**config.mk**
```make
export PLATFORM = sky130hd
export DESIGN_NAME = lane_rr_arbiter
export DESIGN_NICKNAME = d
export VERILOG_FILES = /design/src/rtl/lane_arb_pkg.sv /design/src/rtl/rr_pick4.sv /design/src/rtl/lane_rr_arbiter.sv
export SDC_FILE = /design/constraint.sdc
export NUM_CORES = 1
export LEC_CHECK = 0
export ABC_AREA = 1
export BUFFER_PORTS_ARGS = -buffer_cell sky130_fd_sc_hd__clkbuf_2
export CORE_MARGIN = 2
export CORE_UTILIZATION = 49
export DETAILED_ROUTE_END_ITERATION = 7
export GPL_TIMING_DRIVEN = 0
export PLACE_DENSITY = 0.77
export SYNTH_ARGS = -nofsm -noshare
export SYNTH_HDL_FRONTEND = slang
export SYNTH_SLANG_ARGS = --single-unit
export TNS_END_PERCENT = 100
```
**constraint.sdc**
```tcl
create_clock -name clk -period 2.15 [get_ports clk]
set_input_delay 0.1075 -clock clk [delete_from_list [all_inputs] [get_ports clk]]
set_output_delay 0.1075 -clock clk [all_outputs]
set_load 0.1 [all_outputs]
```
**src/rtl/lane_arb_pkg.sv**
```systemverilog
// Shared lane-arbiter definitions: lane count, lane index type, FSM encoding.
package lane_arb_pkg;

  localparam int unsigned NUM_LANES = 4;
  localparam int unsigned LANE_W    = 2;

  typedef logic [LANE_W-1:0] lane_idx_t;

  typedef enum logic {
    Idle = 1'b0,
    Own  = 1'b1
  } arb_state_e;

  function automatic logic [NUM_LANES-1:0] lane_onehot(lane_idx_t idx);
    lane_onehot      = '0;
    lane_onehot[idx] = 1'b1;
  endfunction

endpackage

```
**src/rtl/rr_pick4.sv**
```systemverilog
// Combinational round-robin search: first set request bit at start, start+1, ... mod 4.
module rr_pick4
  import lane_arb_pkg::*;
(
  input  logic [3:0] req_i,
  input  logic [1:0] start_i,
  output logic       found_o,
  output logic [1:0] idx_o
);

  lane_idx_t cand;

  always_comb begin
    found_o = 1'b0;
    idx_o   = start_i;
    cand    = start_i;
    // Walk offsets from farthest to nearest so the nearest hit is written last.
    for (int i = 3; i >= 0; i--) begin
      cand = start_i + 2'(i);
      if (req_i[cand]) begin
        found_o = 1'b1;
        idx_o   = cand;
      end
    end
  end

endmodule

```
**src/rtl/lane_rr_arbiter.sv**
```systemverilog
// Four-lane burst round-robin arbiter with a single registered output slot.
// Optional LANE_MASK_EN adds a lane_enable input that masks lanes out of arbitration.
module lane_rr_arbiter
  import lane_arb_pkg::*;
#(
  parameter int unsigned DATA_W    = 8,
  parameter int unsigned BURST_LEN = 4
) (
  input  logic                     clk,
  input  logic                     reset,
`ifdef LANE_MASK_EN
  input  logic [3:0]               lane_enable,
`endif
  input  logic [3:0]               in_valid,
  input  logic [4*DATA_W-1:0]      in_data,
  output logic [3:0]               in_ready,
  output logic                     out_valid,
  output logic [DATA_W-1:0]        out_data,
  output logic [1:0]               out_lane,
  input  logic                     out_ready
);

  localparam logic [3:0] BurstMax = 4'(BURST_LEN);

  arb_state_e        state_q, state_d;
  lane_idx_t         owner_q, owner_d;
  logic [3:0]        cnt_q, cnt_d;
  logic              out_valid_q, out_valid_d;
  logic [DATA_W-1:0] out_data_q, out_data_d;
  lane_idx_t         out_lane_q, out_lane_d;

  logic [3:0]        eff_valid;
  logic              slot_free;
  logic              keep;
  logic              grant;
  lane_idx_t         grant_lane;
  lane_idx_t         scan_start;
  logic              pick_found;
  lane_idx_t         pick_idx;
  logic [DATA_W-1:0] lane_data [4];

`ifdef LANE_MASK_EN
  assign eff_valid = in_valid & lane_enable;
`else
  assign eff_valid = in_valid;
`endif

  always_comb begin
    for (int i = 0; i < 4; i++) begin
      lane_data[i] = in_data[i*DATA_W +: DATA_W];
    end
  end

  assign slot_free  = !out_valid_q || out_ready;
  // owner_q doubles as the round-robin pointer while idle.
  assign scan_start = owner_q + 2'd1;

  rr_pick4 u_pick (
    .req_i   (eff_valid),
    .start_i (scan_start),
    .found_o (pick_found),
    .idx_o   (pick_idx)
  );

  assign keep       = (state_q == Own) && eff_valid[owner_q] && (cnt_q < BurstMax);
  assign grant      = slot_free && !reset && (keep || pick_found);
  assign grant_lane = keep ? owner_q : pick_idx;
  assign in_ready   = grant ? lane_onehot(grant_lane) : 4'b0000;

  always_comb begin
    state_d     = state_q;
    owner_d     = owner_q;
    cnt_d       = cnt_q;
    out_valid_d = out_valid_q;
    out_data_d  = out_data_q;
    out_lane_d  = out_lane_q;
    if (slot_free) begin
      if (grant) begin
        state_d     = Own;
        owner_d     = grant_lane;
        cnt_d       = keep ? cnt_q + 4'd1 : 4'd1;
        out_valid_d = 1'b1;
        out_data_d  = lane_data[grant_lane];
        out_lane_d  = grant_lane;
      end else begin
        state_d     = Idle;
        cnt_d       = 4'd0;
        out_valid_d = 1'b0;
      end
    end
  end

  always_ff @(posedge clk or posedge reset) begin
    if (reset) begin
      state_q     <= Idle;
      owner_q     <= 2'd3;
      cnt_q       <= 4'd0;
      out_valid_q <= 1'b0;
      out_data_q  <= '0;
      out_lane_q  <= 2'd0;
    end else begin
      state_q     <= state_d;
      owner_q     <= owner_d;
      cnt_q       <= cnt_d;
      out_valid_q <= out_valid_d;
      out_data_q  <= out_data_d;
      out_lane_q  <= out_lane_d;
    end
  end

  assign out_valid = out_valid_q;
  assign out_data  = out_data_q;
  assign out_lane  = out_lane_q;

endmodule

```
=== After elaboration in Yosys (flattened, before gate mapping) ===
Cells that the tools add are included.

* $add $sub $neg: 5
* Magnitude comparators: 9
* Mux-type cells: 28
* Bitwise operators: 1
* Reductions and logical operators: 10

{| class="wikitable"
|+ Operators with widths
! kind !! number
|-
| 2-bit by 3-bit < comparator with 1-bit output, second input constant || 6
|-
| 8-bit binary-select mux with 2-bit select || 1
|-
| 8-bit two-way mux || 2
|-
| 4-bit two-way mux || 3
|-
| 1-bit two-way mux || 11
|-
| 1-bit binary-select mux with 2-bit select || 5
|-
| 2-bit two-way mux || 5
|-
| 1-bit logical AND || 5
|-
| 2-bit by 1-bit adder with 2-bit output, second input constant || 2
|-
| 2-bit adder, second input constant || 2
|-
| 4-bit by 1-bit adder with 4-bit output, second input constant || 1
|-
| 4-bit by 3-bit < comparator with 1-bit output, second input constant || 1
|-
| 3-bit >= comparator, second input constant || 1
|-
| 2-bit NOT with 3-bit output || 1
|-
| 1-bit demux with 2-bit select || 1
|-
| 2-bit by 1-bit >= comparator with 1-bit output, second input constant || 1
|-
| 1-bit zero test || 2
|-
| 1-bit logical OR || 2
|-
| 2-bit AND reduction || 1
|}

* Flip-flop bits (word level): 17
* Input bits: 39
* Output and inout port bits: 15
* Word-level logic and storage cells: 58

=== Longest topological paths before layout ===
Gate-level depths: netlist of run 1.

* Depth after elaboration: 14
* Gate-level depth with buffers: 17
* Depth with buffers taken out: 16

=== By module ===
From an unflattened synthesis of run 1, not the netlist that was laid out.

* Cell total of the unflattened synthesis: 229
* Area, all modules: 1425.1 um^2

{| class="wikitable"
|+ By module, submodules not included
! module !! times used !! cells each !! area each (um^2) !! sequential area each (um^2)
|-
| lane_rr_arbiter || 1 || 176 || 1191.1 || 427.9
|-
| rr_pick4 || 1 || 53 || 234.0 || 0.0
|}

=== Worst setup path after synthesis of run 1 ===
OpenSTA, ideal clock, no wires.

* Path kind: register to register
* Start: reg out_valid_q, in the netlist out_valid
* End: reg out_data_q[2], in the netlist out_data[2]
* Setup time: 74 ps
* Arrival time: 3293 ps
* Required time: 2076 ps
* Slack: -1217 ps
* Stages on the path, launching flop included: 9
* Path buffers: 0
* Period minus slack after synthesis: 3367 ps
* Cell sequence: dfrtp_1 -> inv_1 -> nor2_4 -> nand3_4 -> nand3_2 -> nand3_1 -> nor2_1 -> a21boi_0 -> nand2_1

* Longest elaborated chain between the ends: 7
* Elaborated cells between the ends (all ways): 13
* Classes of those cells: 4 x mux; 1 x bitwise; 8 x reduce/logical

{| class="wikitable"
|+ Ends and longest elaborated chain
! element !! line !! text
|-
| start, declared || lane_rr_arbiter.sv:28 || <nowiki>logic out_valid_q, out_valid_d;</nowiki>
|-
| start signal, assigned || lane_rr_arbiter.sv:105 || <nowiki>out_valid_q <= out_valid_d;</nowiki>
|-
| 1-bit logical AND (2 in a row) || n/a ||
|-
| 2-bit two-way mux || n/a ||
|-
| 2-bit NOT with 3-bit output || n/a ||
|-
| 8-bit binary-select mux with 2-bit select || n/a ||
|-
| 8-bit two-way mux (2 in a row) || n/a ||
|-
| end signal, assigned || lane_rr_arbiter.sv:106 || <nowiki>out_data_q <= out_data_d;</nowiki>
|-
| end, declared || lane_rr_arbiter.sv:29 || <nowiki>logic [DATA_W-1:0] out_data_q, out_data_d;</nowiki>
|}

Parallel ways exist; a longest one is shown, timed or not. The select of a mux whose other input is x is not followed.
A chain may end at the register's enable or synchronous reset.

=== Worst setup path after layout of run 1 ===
* Start: reg owner_q[0]
* End: out in_ready[1]

* Longest elaborated chain between the ends: 14
* Elaborated cells between the ends (all ways): 33
* Classes of those cells: 4 x add/sub; 2 x order compare; 22 x mux; 5 x reduce/logical

{| class="wikitable"
|+ Ends and longest elaborated chain
! element !! line !! text
|-
| start, declared || lane_rr_arbiter.sv:26 || <nowiki>lane_idx_t owner_q, owner_d;</nowiki>
|-
| start signal, assigned || lane_rr_arbiter.sv:103 || <nowiki>owner_q <= owner_d;</nowiki>
|-
| 2-bit by 1-bit adder with 2-bit output || lane_rr_arbiter.sv:56 || <nowiki>assign scan_start = owner_q + 2'd1;</nowiki>
|-
| 2-bit adder || rr_pick4.sv:19 || <nowiki>cand = start_i + 2'(i);</nowiki>
|-
| 1-bit binary-select mux with 2-bit select || rr_pick4.sv:20 || <nowiki>if (req_i[cand]) begin</nowiki>
|-
| 1-bit two-way mux (implied by the code) || rr_pick4.sv:20 ||
|-
| 2-bit two-way mux (4 in a row) || rr_pick4.sv:20 ||
|-
| 2-bit two-way mux || lane_rr_arbiter.sv:67 || <nowiki>assign grant_lane = keep ? owner_q : pick_idx;</nowiki>
|-
| 2-bit by 3-bit < comparator with 1-bit output (implied by the code) or 2-bit by 1-bit >= comparator with 1-bit output (tied branches) || lane_arb_pkg.sv:16 || <nowiki>lane_onehot[idx] = 1'b1;</nowiki>
|-
| 1-bit logical AND (implied by the code) || lane_arb_pkg.sv:16 ||
|-
| 1-bit two-way mux (implied by the code) || lane_arb_pkg.sv:16 ||
|-
| 1-bit demux with 2-bit select || lane_arb_pkg.sv:16 ||
|-
| 4-bit two-way mux * || lane_rr_arbiter.sv:68 || <nowiki>assign in_ready = grant ? lane_onehot(grant_lane) : 4'b0000;</nowiki>
|-
| end, declared || lane_rr_arbiter.sv:16 || <nowiki>output logic [3:0] in_ready,</nowiki>
|}

Every way passes the cells marked *; elsewhere a longest branch is shown, timed or not. The select of a mux whose other input is x is not followed.

==> results of run 1 <==
through the flow:
| stage | utilization | hold slack [ps] |
|---|---|---|
| after floorplan | - | 32.04 |
| final | 0.8403 | 48.19 |
| after detailed placement | 0.6462 | 209.0 |
| after global placement | 0.6462 | 216.8 |
| after CTS | 0.7510 | 40.35 |
| after global routing | 0.8403 | 45.04 |
critical path: cells and delay by family (launching register included):
family	cells	cell delay (ps)
compound gates	1	130
buf+inv	4	520
flops	1	560
simple gates	10	850
layout make-up:
cell class                      count  share of cell area
Clock buffer                        4             0.01144
Timing Repair Buffer               79              0.2571
Tap cell                           31             0.01688
Inverter                           30             0.05447
Buffer                              6             0.03649
Multi-Input combinational cell    157              0.4368
Sequential cell                    17              0.1868
path summary, 6_finish.rpt:
path                              from           to  slack, ps  cells past startpoint
setup reg to reg            owner_q[0]  out_data[6]       -140                     16
setup / recovery            owner_q[0]  in_ready[1]       -320                     15
min in group asynchronous        reset     cnt_q[3]        460                      3
hold / removal             in_data[18]  out_data[2]         50                      3
max in group asynchronous        reset    out_valid       1260                      3
hold reg to reg            out_data[0]  out_data[0]        490                      2
cells in the mapped netlist, drive strengths merged:
cell type / n
a21oi: 4
buf: 6
inv: 30
dfstp: 2
clkbuf: 1
nand4: 3
nor2: 13
o21ai: 8
o32ai: 1
nand2: 91
ha: 1
nand3: 33
nand3b: 1
a21boi: 1
dfrtp: 15
a22o: 1
kinds of logic after synthesis:
family | count (synthesis) | synth area share
DFF | 17 | 0.3073
AOI/OAI and AO/OA | 15 | 0.07817
and+or+nand+nor | 141 | 0.4717
buffers and inverters | 37 | 0.1339
adders and majority gates | 1 | 0.008983
per-layer routing:
metal,vias up,share of wire
met3,18,0.055
met4,0,0.035
met5,-,0
met1,800,0.37
met2,78,0.54
li1,830,-
what timing repair did:
| item | CTS | global route |
|---|---|---|
| gates resized for setup | 26 | 53 |
| buffers inserted | 17 | 6 |
| endpoints found under the hold margin | 15 | 0 |
| pin swaps | 14 | 10 |
| hold buffers | 1 | 0 |
| setup endpoints to repair | 6 | 20 |
| gates cloned | 0 | 2 |
flip-flops by register name (all words and copies together) (netlist names):
register / count
cnt_q: 4
out_lane: 2
out_data: 8
out_valid: 1
owner_q: 2
==> results.md, run 1 <==
* Net count after synthesis at 251
* Most Used Layer, Global Route: met2
* Hold Crit Class: primary input to flip-flop
* Dpl cell area at 1767 um2
* P&R area growth vs syn at 64.96%
* TritonCTS Buffers at 3
* CP max stage delay at 560 ps
* DR DRC count at 0
* Design Area, Final at 2297 um2
* Setup TNS at -2239 ps
* Antenna violations before repair at 0
* Layout cells sized above 1 at 0.5154
* Worst slew pin tran at 612.9 ps
* Filler instances at 177
* Vias per std cell at 5.327
* Largest cells by area after synthesis: dfrtp_1 (27%), nand2_1 (22%), nand3_1 (11%)
* Vias at 1726
* Core ar. at 2734 um2
* First-pass GRT wire length at 6.444 mm
* Syn. warnings at 0
* Critical Path RT at 2040 ps
* CP Launch Type: flip-flop
* CTS tree: built
* Final min period at 2469 ps
* Area leader, netlist: dfrtp_1
* DRT iter0 DRCs at 78
* Post-DP HPWL at 2.721 mm
* Starting Density at 0.5094
* Met1 Track Usage GR at 0.2917
* Share of the synthesized area in the top cell type at 0.2695
* PortBufs at 53
* GRT Overall Usage at 0.2549
* CTS clock-pin slew for the worst setup and hold paths at 100 ps
* Clock skew at 5.646 ps
* Drt wl/cell at 15.04 um
* # rows at 19
* Area of the multi-input gates at 1003 um2
* Register Area at 429.2 um2
* Die Wd at 57.31 um
* Final period util at 1.148
* Critical path endpoint category: output pin
* Endpoints failing setup at 20
* Placed Instances at 295
* Most frequent cells in the layout: nand2_1 (61), clkbuf_2 (49), nand3_1 (26)
* IO Pins at 54
* WS Path Type: flip-flop to output pin
* Drt first pass iters at 4
* Detailed Route WL at 4.874 mm
* Critical Path AT at 2360 ps
* Seq/Total Area, Yosys at 0.3073
* Nets at 334
* Max Buffers Root-to-Sink at 2
* Setup ws final at -318.5 ps
* # clock sinks at 17
* Hold Vio Cnt, Final at 0
* Max-cap violations at 0
* Grt met3 use at 0.05215
* Post-synth cell types at 30
* Slew Viols, Final at 0
* Antenna-violating nets left at 0
* RSZ-0062 raised after global routing: true
* Syn avg cell area at 6.600 um2
* Final Instance Count excl. Fillers at 324
* Cells along the critical path: buf_8 > inv_8 > nand2_2 > nand2_2 > nand2_4 > nand2_1 > o21ai_2 > nand2_2 > nand2_2 > nand2_4 > nand2_4 > buf_8 > nand2_8 > nor2_4 > clkbuf_16
* ANT cells at 0
* Synthesized flop and latch total at 17
* F_max at 405.1 MHz
* Global routing met2 resource utilization at 0.4680
* Root Buffer: clkbuf_4
* Die area at 3284 um2
* Grt ovf at 0
* Critical path's most frequent cell: nand2_2
* Vias in the first global route at 1536
* # H-tree levels at 1
* Gpl congestion at 0.9218
* Cells after Synth at 211
* Status: finished, violations left
* Pre-CTS setup slack at -324.3 ps
* Leading cell type in the layout, fill and taps excluded: nand2_1
* Critical-path top delay cell: dfstp_2
* Failing checks: setup timing
* Crit path max fanout at 8
* Synthesized cell area at 1393 um2
* Largest net degree at the start of global routing at 18
* Clk Latency, worst-skew pair at 290 ps
* Die Y at 57.31 um
* Rel. slew slack at 0.5909
Power of run 1 is left out: the tool's default activity adds up to more than one toggle a clock period on the data nets, which glitch-free logic cannot reach.
==> run 2: changes to the inputs <==
--- a/config.mk
+++ b/config.mk
@@ -5,13 +5,12 @@
 export SDC_FILE = /design/constraint.sdc
 export NUM_CORES = 1
 export LEC_CHECK = 0
-export ABC_AREA = 1
 export BUFFER_PORTS_ARGS = -buffer_cell sky130_fd_sc_hd__clkbuf_2
 export CORE_MARGIN = 2
-export CORE_UTILIZATION = 49
+export CORE_UTILIZATION = 46
 export DETAILED_ROUTE_END_ITERATION = 7
 export GPL_TIMING_DRIVEN = 0
-export PLACE_DENSITY = 0.77
+export PLACE_DENSITY = 0.76
 export SYNTH_ARGS = -nofsm -noshare
 export SYNTH_HDL_FRONTEND = slang
 export SYNTH_SLANG_ARGS = --single-unit
==> results.md, run 2 <==
* Status: finished, violations left
* Failing checks: setup timing
* Cells along the critical path: buf_4 > mux2_4 > and3_4 > or2_4 > buf_12 > buf_12 > nor2_4 > clkbuf_16
* Syn. warnings at 0 (unchanged)
* Most frequent cells in the layout: clkbuf_2 (48), nand2_1 (25), mux2i_1 (14), dfrtp_1 (14), buf_4 (13)
* Max reg flops at 8 (unchanged)
* P&R area growth vs syn at 53.51%
* Share of the synthesized area in the top cell type at 0.3141 (+0.04459)
* Critical Path RT at 2040 ps (about the same)
* Grt met3 use at 0.03495 (-0.01721)
* Seq/Total Area, Yosys at 0.3581 (+0.05084)
* Met1 Track Usage GR at 0.3027 (+0.01099)
* Clock skew at 5.462 ps (-0.1835 ps)
* Critical path's most frequent cell: buf_12
* Setup ws final at -294.8 ps (+23.75 ps)
* Syn avg cell area at 9.409 um2 (+43%)
* TritonCTS Buffers at 3 (unchanged)
* ANT cells at 0 (unchanged)
* Pwr dens at 1596 nW/um2
* Post-DP HPWL at 2.216 mm (-19%)
* Grt ovf at 0 (unchanged)
* DR DRC count at 0 (unchanged)
* Leakage at 0.9081 nW
* Drt wl/cell at 15.32 um (+1.8%)
* Hold Crit Class: primary input to flip-flop
* Starting Density at 0.4823 (-0.02706)
* Layout cells sized above 1 at 0.4924 (-0.02297)
* F_max at 409.0 MHz (+0.97%)
* # H-tree levels at 1 (unchanged)
* Die area at 3021 um2 (-8.0%)
* CP Launch Type: flip-flop
* Critical Path AT at 2340 ps (-20 ps)
* Post-synth EDFFs at 0 (unchanged)
* RSZ-0062 raised after global routing: true
* Slew Viols, Final at 0 (unchanged)
* Nets at 238 (-29%)
* Synthesized cell area at 1195 um2 (-14%)
* CTS tree: built
* Worst slew pin tran at 705.2 ps (+92.27 ps)
* Gpl congestion at 0.7980 (-13%)
* Final min period at 2445 ps (-23.75 ps)
* CTS clock-pin slew for the worst setup and hold paths at 110 ps (about the same)
* Rel. slew slack at 0.5293 (-0.06158)
* GRT Overall Usage at 0.2287 (-0.02621)
* Post-synthesis async set-or-reset flop share at 1.000 (unchanged)
* Top_reg_cell synth: dfrtp_1
* Endpoints failing setup at 12 (-40%)
* Most frequent cell after synthesis: nand2_1
* Largest net degree at the start of global routing at 19 (+1)
* First-pass GRT wire length at 4.940 mm (-23%)
* Detailed Route WL at 3.477 mm (-29%)
* CP max stage delay at 590 ps (+30 ps)
* Leading cell type in the layout, fill and taps excluded: clkbuf_2
* Commonest cells post-synth: nand2_1 (25), dfrtp_1 (15), mux2i_1 (15)
* Vias in the first global route at 1075 (-30%)
* Cells after Synth at 127 (-40%)
* Root Buffer: clkbuf_4
* Final period util at 1.137 (-0.01105)
* DRT iter0 DRCs at 34 (-56%)
* Die Wd at 54.97 um (-4.1%)
* Core ar. at 2477 um2 (-9.4%)
* Clk Latency, worst-skew pair at 310 ps (+20 ps)
* IO Pins at 54 (unchanged)
* # rows at 18 (-1)
* Synthesized flop and latch total at 17 (unchanged)
* Critical path endpoint category: output pin
* Filler instances at 186 (+5.1%)
* WS Path Type: flip-flop to output pin
* Global routing met2 resource utilization at 0.4008 (-0.06719)
* Dpl cell area at 1540 um2 (-13%)
* VDD IR max at 1.596 mV
* Drt first pass iters at 4 (unchanged)
* Hold Vio Cnt, Final at 0 (unchanged)
* Design Area, Final at 1834 um2 (-20%)
* Vias at 1237 (-28%)
* Area leader, netlist: dfrtp_1
* Most Used Layer, Global Route: met2
* Crit path max fanout at 4 (-4)
* PortBufs at 51 (-3.8%)
* Die Y at 54.97 um (-4.1%)
* Max Buffers Root-to-Sink at 2 (unchanged)
* Setup TNS at -2021 ps (+218.9 ps)
* Antenna-violating nets left at 0 (unchanged)
* Largest cells by area after synthesis: dfrtp_1 (31%), mux2i_1 (13%), nand2_1 (7.9%)
* Post-synth cell types at 37 (+23%)
* Max-cap violations at 0 (unchanged)
* # clock sinks at 17 (unchanged)
* Net count after synthesis at 167 (-33%)
* Antenna violations before repair at 0 (unchanged)
* Critical-path top delay cell: dfstp_2
* Vias per std cell at 5.449 (+2.3%)
-- run 2: cell count changes in the layout (fill, tap and decap cells not counted), moves of 5 or more --
| cell | before | now |
|---|---|---|
| nand2_2 | 16 | 0 |
| nor2_4 | 9 | 4 |
| nand3_1 | 26 | 0 |
| nand3_2 | 5 | 0 |
| nand2b_1 | 0 | 6 |
| inv_1 | 25 | 4 |
| nand2_4 | 13 | 0 |
| nand2_1 | 61 | 25 |
| o221ai_1 | 0 | 7 |
| mux2i_1 | 0 | 14 |
| buf_6 | 9 | 2 |
-- run 2: area by class of cell --
class | instances | area (um2) | share of cell area
buffer | 6 | 60.06 | 0.03274
clock buffer | 3 | 22.52 | 0.01228
clock inverter | 1 | 7.507 | 0.004093
inverter | 5 | 31.28 | 0.01705
multi-input combinational | 96 | 734.5 | 0.4004
sequential | 17 | 431.7 | 0.2353
tap | 30 | 37.54 | 0.02046
timing repair buffer | 69 | 509.2 | 0.2776
-- run 2: cell families (layout without fill, tap and decap cells) --
group / count (synthesis) / count (layout) / synth area share
compound gates: 28 / 28 / 0.1843
xor+xnor: 1 / 1 / 0.007331
fa+ha+maj: 1 / 1 / 0.01047
buf+inv: 14 / 84 / 0.08062
flops: 17 / 17 / 0.3581
mux: 18 / 18 / 0.1633
simple gates: 48 / 48 / 0.1958
-- run 2: path summary, 6_finish.rpt --
check | endpoint | from | cells past startpoint | slack, ps
setup / recovery | in_ready[1] | owner_q[0] | 8 | -290
max in group asynchronous | out_valid | reset | 3 | 1180
hold / removal | out_data[2] | in_data[18] | 3 | 50
min in group asynchronous | out_data[4] | reset | 3 | 460
hold reg to reg | out_lane[0] | out_lane[0] | 2 | 500
setup reg to reg | out_data[1] | owner_q[0] | 10 | -180
-- run 2: per-stage QoR --
| stage | instances | power (mW) | util | hold WS (ps) | worst slack [ps] |
|---|---|---|---|---|---|
| after global routing | 227 | 3.049 | 0.7404 | 56.85 | -353.4 |
| after floorplan | 127 | 2.043 | - | 40.31 | -214.4 |
| after detailed placement | 208 | 2.317 | 0.6217 | 250.4 | -405.3 |
| after global placement | 208 | 2.289 | 0.6217 | 235.4 | -398.1 |
| after CTS | 224 | 2.851 | 0.7268 | 56.98 | -330.3 |
| final | 227 | 2.928 | 0.7404 | 45.31 | -294.8 |
-- run 2: layer usage --
layer,wire length (um),share of wire
met5,0,0
met3,143,0.041
met4,49,0.014
met1,1522,0.44
met2,1761,0.51
-- run 2: what timing repair did --
item | in CTS | in global routing
endpoints found under the hold margin | 15 | 0
setup endpoints to repair | 12 | 12
hold buffers | 1 | 0
resized for setup | 24 | 6
buffers inserted | 13 | 7
pin swaps | 7 | 8
-- run 2: critical path: cells and delay by family, from the launching register on --
kind / cells / cell delay [ps]
buffers and inverters: 4 / 600
flip-flops: 1 / 590
multiplexers: 1 / 290
AND/OR/NAND/NOR: 3 / 550
-- run 2: power by group --
group          internal, mW  switching [mW]
registers             0.445          0.0747
clock network        0.0711           0.119
logic                 0.820            1.40
total                  1.34            1.59
No activity file was read; power rests on OpenSTA's default activity.
